===== src/rtl/adder_rr_scheduler.sv =====
// ============================================================================
// Module   : adder_rr_scheduler
// Brief    : Round-robin time-sharing of one WIDTH-bit adder between two
//            valid/ready requesters. Optional macro SATURATE_EN clamps the sum.
// Revision : 1.0 - initial release
// ============================================================================
`default_nettype none

module adder_rr_scheduler #(
  parameter int WIDTH   = 8,
  parameter int ADD_LAT = 1
) (
  input  logic             clk,
  input  logic             rst_n,
  input  logic             ena,
  input  logic             req0_valid,
  output logic             req0_ready,
  input  logic [WIDTH-1:0] req0_a,
  input  logic [WIDTH-1:0] req0_b,
  input  logic             req1_valid,
  output logic             req1_ready,
  input  logic [WIDTH-1:0] req1_a,
  input  logic [WIDTH-1:0] req1_b,
  output logic             rsp_valid,
  input  logic             rsp_ready,
  output logic             rsp_id,
  output logic [WIDTH-1:0] rsp_sum,
  output logic             rsp_carry,
  output logic             busy
);

  localparam int            c_CW       = (ADD_LAT > 1) ? $clog2(ADD_LAT) : 1;
  localparam logic [c_CW-1:0] c_CNT_INIT = c_CW'(ADD_LAT - 1);

  localparam logic [1:0] c_IDLE = 2'd0;
  localparam logic [1:0] c_BUSY = 2'd1;
  localparam logic [1:0] c_DONE = 2'd2;

  logic [1:0]       state_q, state_d;
  logic [c_CW-1:0]  cnt_q;
  logic [WIDTH-1:0] a_q, b_q;
  logic             id_q;
  logic             last_grant_q;
  logic             rsp_valid_q, rsp_id_q, rsp_carry_q;
  logic [WIDTH-1:0] rsp_sum_q;

  logic             w_grant;
  logic             w_idle_en;
  logic             w_accept;
  logic             w_capture;
  logic             w_release;
  logic [WIDTH:0]   w_full;
  logic [WIDTH-1:0] w_sum;

  // Tie goes to the requester that did not win last time.
  always_comb begin
    w_grant = 1'b0;
    if (req0_valid && req1_valid) begin
      w_grant = ~last_grant_q;
    end else if (req1_valid) begin
      w_grant = 1'b1;
    end
  end

  assign w_idle_en = ena && (state_q == c_IDLE);
  assign w_accept  = w_idle_en && (req0_valid || req1_valid);
  assign w_capture = ena && (state_q == c_BUSY) && (cnt_q == '0);
  assign w_release = ena && (state_q == c_DONE) && rsp_valid_q && rsp_ready;

  assign w_full = {1'b0, a_q} + {1'b0, b_q};
`ifdef SATURATE_EN
  assign w_sum = w_full[WIDTH] ? {WIDTH{1'b1}} : w_full[WIDTH-1:0];
`else
  assign w_sum = w_full[WIDTH-1:0];
`endif

  always_ff @(posedge clk or negedge rst_n) begin
    if (!rst_n) begin
      state_q <= c_IDLE;
    end else begin
      state_q <= state_d;
    end
  end

  always_comb begin
    state_d = state_q;
    case (state_q)
      c_IDLE:  if (w_accept)  state_d = c_BUSY;
      c_BUSY:  if (w_capture) state_d = c_DONE;
      c_DONE:  if (w_release) state_d = c_IDLE;
      default: state_d = c_IDLE;
    endcase
  end

  always_comb begin
    req0_ready = w_idle_en && req0_valid && !w_grant;
    req1_ready = w_idle_en && req1_valid &&  w_grant;
    busy       = (state_q != c_IDLE);
  end

  always_ff @(posedge clk or negedge rst_n) begin
    if (!rst_n) begin
      cnt_q        <= '0;
      a_q          <= '0;
      b_q          <= '0;
      id_q         <= 1'b0;
      last_grant_q <= 1'b1;
      rsp_valid_q  <= 1'b0;
      rsp_id_q     <= 1'b0;
      rsp_sum_q    <= '0;
      rsp_carry_q  <= 1'b0;
    end else begin
      if (w_accept) begin
        a_q          <= w_grant ? req1_a : req0_a;
        b_q          <= w_grant ? req1_b : req0_b;
        id_q         <= w_grant;
        last_grant_q <= w_grant;
        cnt_q        <= c_CNT_INIT;
      end else if (ena && (state_q == c_BUSY) && (cnt_q != '0)) begin
        cnt_q <= cnt_q - c_CW'(1);
      end
      if (w_capture) begin
        rsp_valid_q <= 1'b1;
        rsp_id_q    <= id_q;
        rsp_sum_q   <= w_sum;
        rsp_carry_q <= w_full[WIDTH];
      end else if (w_release) begin
        rsp_valid_q <= 1'b0;
      end
    end
  end

  assign rsp_valid = rsp_valid_q;
  assign rsp_id    = rsp_id_q;
  assign rsp_sum   = rsp_sum_q;
  assign rsp_carry = rsp_carry_q;

endmodule

`default_nettype wire


===== config.mk =====
export PLATFORM = sky130hd
export DESIGN_NAME = adder_rr_scheduler
export DESIGN_NICKNAME = d
export VERILOG_FILES = /design/src/rtl/adder_rr_scheduler.sv
export SDC_FILE = /design/constraint.sdc
export NUM_CORES = 1
export LEC_CHECK = 0
export CAP_MARGIN = 20
export CORE_MARGIN = 10
export CORE_UTILIZATION = 50
export DETAILED_ROUTE_END_ITERATION = 10
export PLACE_DENSITY = 0.92
export SYNTH_ARGS = -nofsm -noshare
export SYNTH_HDL_FRONTEND = slang
export SYNTH_SLANG_ARGS = --single-unit

===== constraint.sdc =====
create_clock -name clk -period 3.76 [get_ports clk]
set_input_delay 1.128 -clock clk [delete_from_list [all_inputs] [get_ports clk]]
set_output_delay 1.128 -clock clk [all_outputs]
set_load 0.03 [all_outputs]

==> flow_summary.ini, run 1 <==
[status]
status = finished clean

[detailed_routing]
vias = 1455
drtIter0Drc = 186
drt-total-wl_um = 3990
post_drt_wl_per_cell_um = 14.6
dr.pass1.iters = 4
drcViolationCount = 0
routed_via_density = 5.33
postRouteAntennaNets = 0

[synthesis]
synth.largest_area_cell = dfrtp_1
synth.avg_cell_area_sq_um = 10.2
ys_async_sr_fraction = 1.00
ys_seq_area_frac = 0.461
ys_top_cells_by_area = dfrtp_1 (45%), mux2i_1 (9.8%), ha_1 (5.8%)
yosysTopAreaCellShare = 0.446
syn-cell-area_sq_um = 1740
yosysWarningCount = 0
synth_edf_count = 0
ys_types = 41
synth_nets = 218
ys.flop_type = dfrtp_1
synth_cells = 171
synth_seq_cells = 32

[final_layout]
mostFrequentLayoutCells = clkdlybuf4s50_1 (49), dfrtp_1 (31), nand2_1 (22), mux2i_1 (17), o21ai_1 (14)
fillers = 249
final_common_cell = clkdlybuf4s50_1
area_delta_synth_final_pct = 36.8
antenna_cells = 0
nets = 273
drive_above_1_share = 0.0925
seqCellArea_sq_um = 802
multi_input_area_sq_um = 895
final_area_sq_um = 2380

[critical_path]
slowest_delay_ns = 0.55
path_cells = clkdlybuf4s50_1 -> nor3b_2 -> and2_1 -> buf_4
cp-end-kind = output pin
cp_top_family = buffers and inverters
cp_data_required_time_ns = 2.63
cp_slowest_cell = clkdlybuf4s50_1
crit_buf_inv = 2
start_kind = input port
arrival_ns = 2.40
worst-setup-path-type = input port to output pin
path_max_fanout = 6

[sta]
layout_setup_ws_ns = 0.228
finalCritPeriodShare = 0.939
hold_violations = 0
finClkSkew_ns = 0.0127
tightest_slew_ns = 0.398
slew-limit-headroom = 0.732
drv_slew = 0
setup_viol = 0
rsz0062_at_grt = no
min_period_ns = 3.53
tns_ns = 0
whs_ns = 0.486
fmax_mhz = 283

[pwr]
p_leak_nw = 1.05
ir_drop_v = 0.000383
powerDensity_nw_per_um2 = 770

[global_routing]
antenna_found_initial = 0
grt_usage = 0.140
grt_pass1_vias = 1512
overflow = 0
grt_pass1_wl_um = 7090
grt_max_degree = 35

[clock_tree]
ctsHoldBuffers = 0
cts_max_path_buffers = 2
htreeDepth = 2
clkTransAtPathRegs_ns = 0.10
clock_latency_ns = 0.33
post-cts-setup-buffers = 0
cts_buffers = 5
tritoncts = built
post_cts_resized = 0
cts_sinks = 32
cts_root_buf = clkbuf_4

[die]
start_util = 0.521
num_rows = 21
io_pins = 52
die_h_um = 79.0
core-area_sq_um = 3340
dieArea_sq_um = 6230
die_x_um = 79.0

[place]
dp_hpwl_um = 3170
portBuffers = 51
place_area_sq_um = 2310
post-place-ws_ns = 0.231
globalplace.congestion = 0.774

[flow_run]
timing.max_cap.violations = 0

[worst_hold_path]
hold_class = flop to flop
==> sequential cells by signal, summed over array words and instances (netlist names) <==
signal and cells:
rsp_carry 1, rsp_sum 8, last_grant_q 1, rsp_valid 1, b_q 8, a_q 8, rsp_id 1, state_q 2
cnt_q 1, id_q 1
==> worst register-to-register path, delay by kind of cell (launching register included) <==
family,cells,cell delay [ns]
AO/OA/AOI/OAI,4,0.91
adder cells (fa/ha/maj),2,0.71
flip-flops,1,0.40
==> cells in the mapped netlist, types with 2 or more instances <==
| library cell | n |
|---|---|
| a211oi_1 | 5 |
| a21o_1 | 4 |
| a21oi_1 | 3 |
| buf_2 | 3 |
| clkbuf_1 | 4 |
| dfrtp_1 | 31 |
| ha_1 | 8 |
| inv_1 | 3 |
| mux2_1 | 3 |
| mux2i_1 | 17 |
| nand2_1 | 22 |
| nand3_1 | 2 |
| nor2_1 | 5 |
| nor2b_1 | 2 |
| nor3_1 | 3 |
| nor3b_1 | 2 |
| nor3b_2 | 2 |
| o21ai_0 | 13 |
| o21ai_1 | 15 |
| o31ai_1 | 3 |
==> logic make-up (layout without fill, tap and decap cells) <==
group	after synthesis	count (layout)	share of synthesized area
xor+xnor	2	2	0.0101
buf+inv	11	67	0.0281
flops	32	32	0.461
simple gates	46	46	0.137
fa+ha+maj	9	9	0.0691
mux	20	20	0.117
compound gates	51	51	0.177
==> path summary, 6_finish.rpt <==
check                                       start                       end  slack (ns)  cells past startpoint
min                        rsp_sum[2]$_DFFE_PN0P_    rsp_sum[2]$_DFFE_PN0P_        0.49                      2
max in group asynchronous                   rst_n  last_grant_q$_DFFE_PN1P_        2.24                      2
max reg2reg                    a_q[0]$_DFFE_PN0P_    rsp_sum[6]$_DFFE_PN0P_        1.63                      6
min in group asynchronous                   rst_n         cnt_q$_DFFE_PN0P_        1.18                      2
max                                           ena                req1_ready        0.23                      4
min reg2reg                rsp_sum[2]$_DFFE_PN0P_    rsp_sum[2]$_DFFE_PN0P_        0.49                      2
==> layout make-up <==
cell class,count,area share
repair buffers,56,0.228
multi-input cells,128,0.376
well taps,46,0.0242
flip-flops and latches,32,0.337
inverters,3,0.00474
clock buffers,8,0.0289
==> where the power goes <==
part	internal [W]	total, W	switching, W
clock	0.000110	0.000223	0.000113
sequential	0.000506	0.000618	0.000111
combinational	0.000447	0.000989	0.000542
==> per-stage QoR <==
step	util	std cells	power (W)
finish	0.712	273	0.00183
global route	0.712	273	0.00199
CTS	0.712	273	0.00184
detailed placement	0.692	265	0.00161
global placement	0.692	265	0.00157
floorplan	-	171	0.00128
==> layer usage <==
layer / routed length, um / global-route usage / vias to the layer above
li1: - / - / 731
met1: 1750 / 0.174 / 676
met2: 1920 / 0.219 / 44
met3: 263 / 0.0518 / 4
met4: 58 / 0.0466 / 0
met5: 0 / 0 / -
No activity file was read; power rests on OpenSTA's default activity.
==> run 2, diff against run 1 <==
--- a/config.mk
+++ b/config.mk
@@ -10,6 +10,7 @@
 export CORE_UTILIZATION = 50
 export DETAILED_ROUTE_END_ITERATION = 10
 export PLACE_DENSITY = 0.92
+export RECOVER_POWER = 50
 export SYNTH_ARGS = -nofsm -noshare
 export SYNTH_HDL_FRONTEND = slang
 export SYNTH_SLANG_ARGS = --single-unit
==> flow_summary.ini, run 2 (synthesis results as in run 1) <==
[global_routing]
grt_pass1_wl_um = 7090
grt_usage = 0.140
overflow = 0
grt_pass1_vias = 1512
antenna_found_initial = 0
grt_max_degree = 35

[clock_tree]
post-cts-setup-buffers = 0
tritoncts = built
cts_max_path_buffers = 2
ctsHoldBuffers = 0
post_cts_resized = 0
htreeDepth = 2
clock_latency_ns = 0.33
cts_buffers = 5
cts_sinks = 32
clkTransAtPathRegs_ns = 0.10
cts_root_buf = clkbuf_4

[sta]
tightest_slew_ns = 1.68
tns_ns = 0
finalCritPeriodShare = 0.939
drv_slew = 33
finClkSkew_ns = 0.0117
hold_violations = 0
fmax_mhz = 283
layout_setup_ws_ns = 0.228
min_period_ns = 3.53
rsz0062_at_grt = no
slew-limit-headroom = -0.117
setup_viol = 0

[detailed_routing]
drt-total-wl_um = 3980
vias = 1453
drcViolationCount = 0
post_drt_wl_per_cell_um = 14.6
routed_via_density = 5.32
postRouteAntennaNets = 0
drtIter0Drc = 164
dr.pass1.iters = 4

[die]
io_pins = 52
num_rows = 21
die_x_um = 79.0
dieArea_sq_um = 6230
core-area_sq_um = 3340
start_util = 0.521
die_h_um = 79.0

[place]
dp_hpwl_um = 3170
portBuffers = 51
post-place-ws_ns = 0.231
globalplace.congestion = 0.774
dp.cells = 265

[critical_path]
r2r-end = rsp_sum[6]$_DFFE_PN0P_
crit_path_start = ena
crit_end = req1_ready
arrival_ns = 2.40
rrSetupSlack_ns = 1.61
cp_slowest_cell = clkdlybuf4s50_1
path_cells = clkdlybuf4s50_1 -> nor3b_2 -> and2_1 -> buf_4
reg2reg_from = a_q[0]$_DFFE_PN0P_
cp-end-kind = output pin
worst-setup-path-type = input port to output pin
path_max_fanout = 6
cp_data_required_time_ns = 2.63
slowest_delay_ns = 0.55
start_kind = input port
rr_worst_depth = 6

[status]
status = complete, but fails checks
violations = max-capacitance violations, max-slew violations

[final_layout]
area_delta_synth_final_pct = 36.1
final_common_cell = clkdlybuf4s50_1
mostFrequentLayoutCells = clkdlybuf4s50_1 (48), dfrtp_1 (31), nand2_1 (22), mux2i_1 (17), o21ai_1 (14)
drive_above_1_share = 0.0793
antenna_cells = 0
nets = 273
fin_cells = 273
fillers = 254

[pwr]
powerDensity_nw_per_um2 = 770
ir_drop_v = 0.000382
p_leak_nw = 1.04

[worst_hold_path]
hold_class = flop to flop

[flow_run]
timing.max_cap.violations = 1
-- run 2: cell types whose count changed in the layout (fill, tap and decap cells not counted), sizes merged --
cell	change
buf	-3
clkbuf	+3
clkdlybuf4s50	-1
dlygate4sd3	+1
-- run 2: area by class of cell --
type	instances	area (sq um)	area share
tap	46	57.6	0.0243
timing repair buffer	56	532	0.225
inverter	3	11.3	0.00476
multi-input combinational	128	895	0.378
sequential	32	802	0.339
clock buffer	8	68.8	0.0291
-- run 2: critical path: cells and delay by family --
family,cells,cell delay (ns)
and+or+nand+nor,2,0.55
buffers and inverters,2,0.73
-- run 2: metrics by stage --
stage	util	power (W)	hold slack (ns)	instance area, sq um
finish	0.709	0.00182	0.486	2370
detailed placement	0.692	0.00161	0.470	2310
global placement	0.692	0.00157	0.461	2310
floorplan	-	0.00128	0.443	1740
global route	0.709	0.00198	0.516	2370
CTS	0.712	0.00184	0.493	2380
-- run 2: how the worst min path moves through the flow --
stage / to / startpoint / cells past startpoint
6_report: rsp_sum[2]$_DFFE_PN0P_ / rsp_sum[2]$_DFFE_PN0P_ / 2
5_1_grt: rsp_sum[2]$_DFFE_PN0P_ / rsp_sum[2]$_DFFE_PN0P_ / 2
4_1_cts: rsp_sum[2]$_DFFE_PN0P_ / rsp_sum[2]$_DFFE_PN0P_ / 2
3_5_place_dp: rsp_sum[2]$_DFFE_PN0P_ / rsp_sum[2]$_DFFE_PN0P_ / 2
3_3_place_gp: rsp_sum[2]$_DFFE_PN0P_ / rsp_sum[2]$_DFFE_PN0P_ / 2
2_1_floorplan: id_q$_DFFE_PN0P_ / id_q$_DFFE_PN0P_ / 1
-- run 2: report_power, final --
part           total, W  internal (W)  switching [W]
combinational  0.000982      0.000441       0.000541
sequential     0.000617      0.000506       0.000111
clock          0.000222      0.000110       0.000112
total           0.00182       0.00106       0.000764
-- run 2: layer usage --
metal,global-route usage,share of wire
met3,0.0518,0.066
met1,0.174,0.44
met2,0.219,0.48
met4,0.0466,0.015
met5,0,0
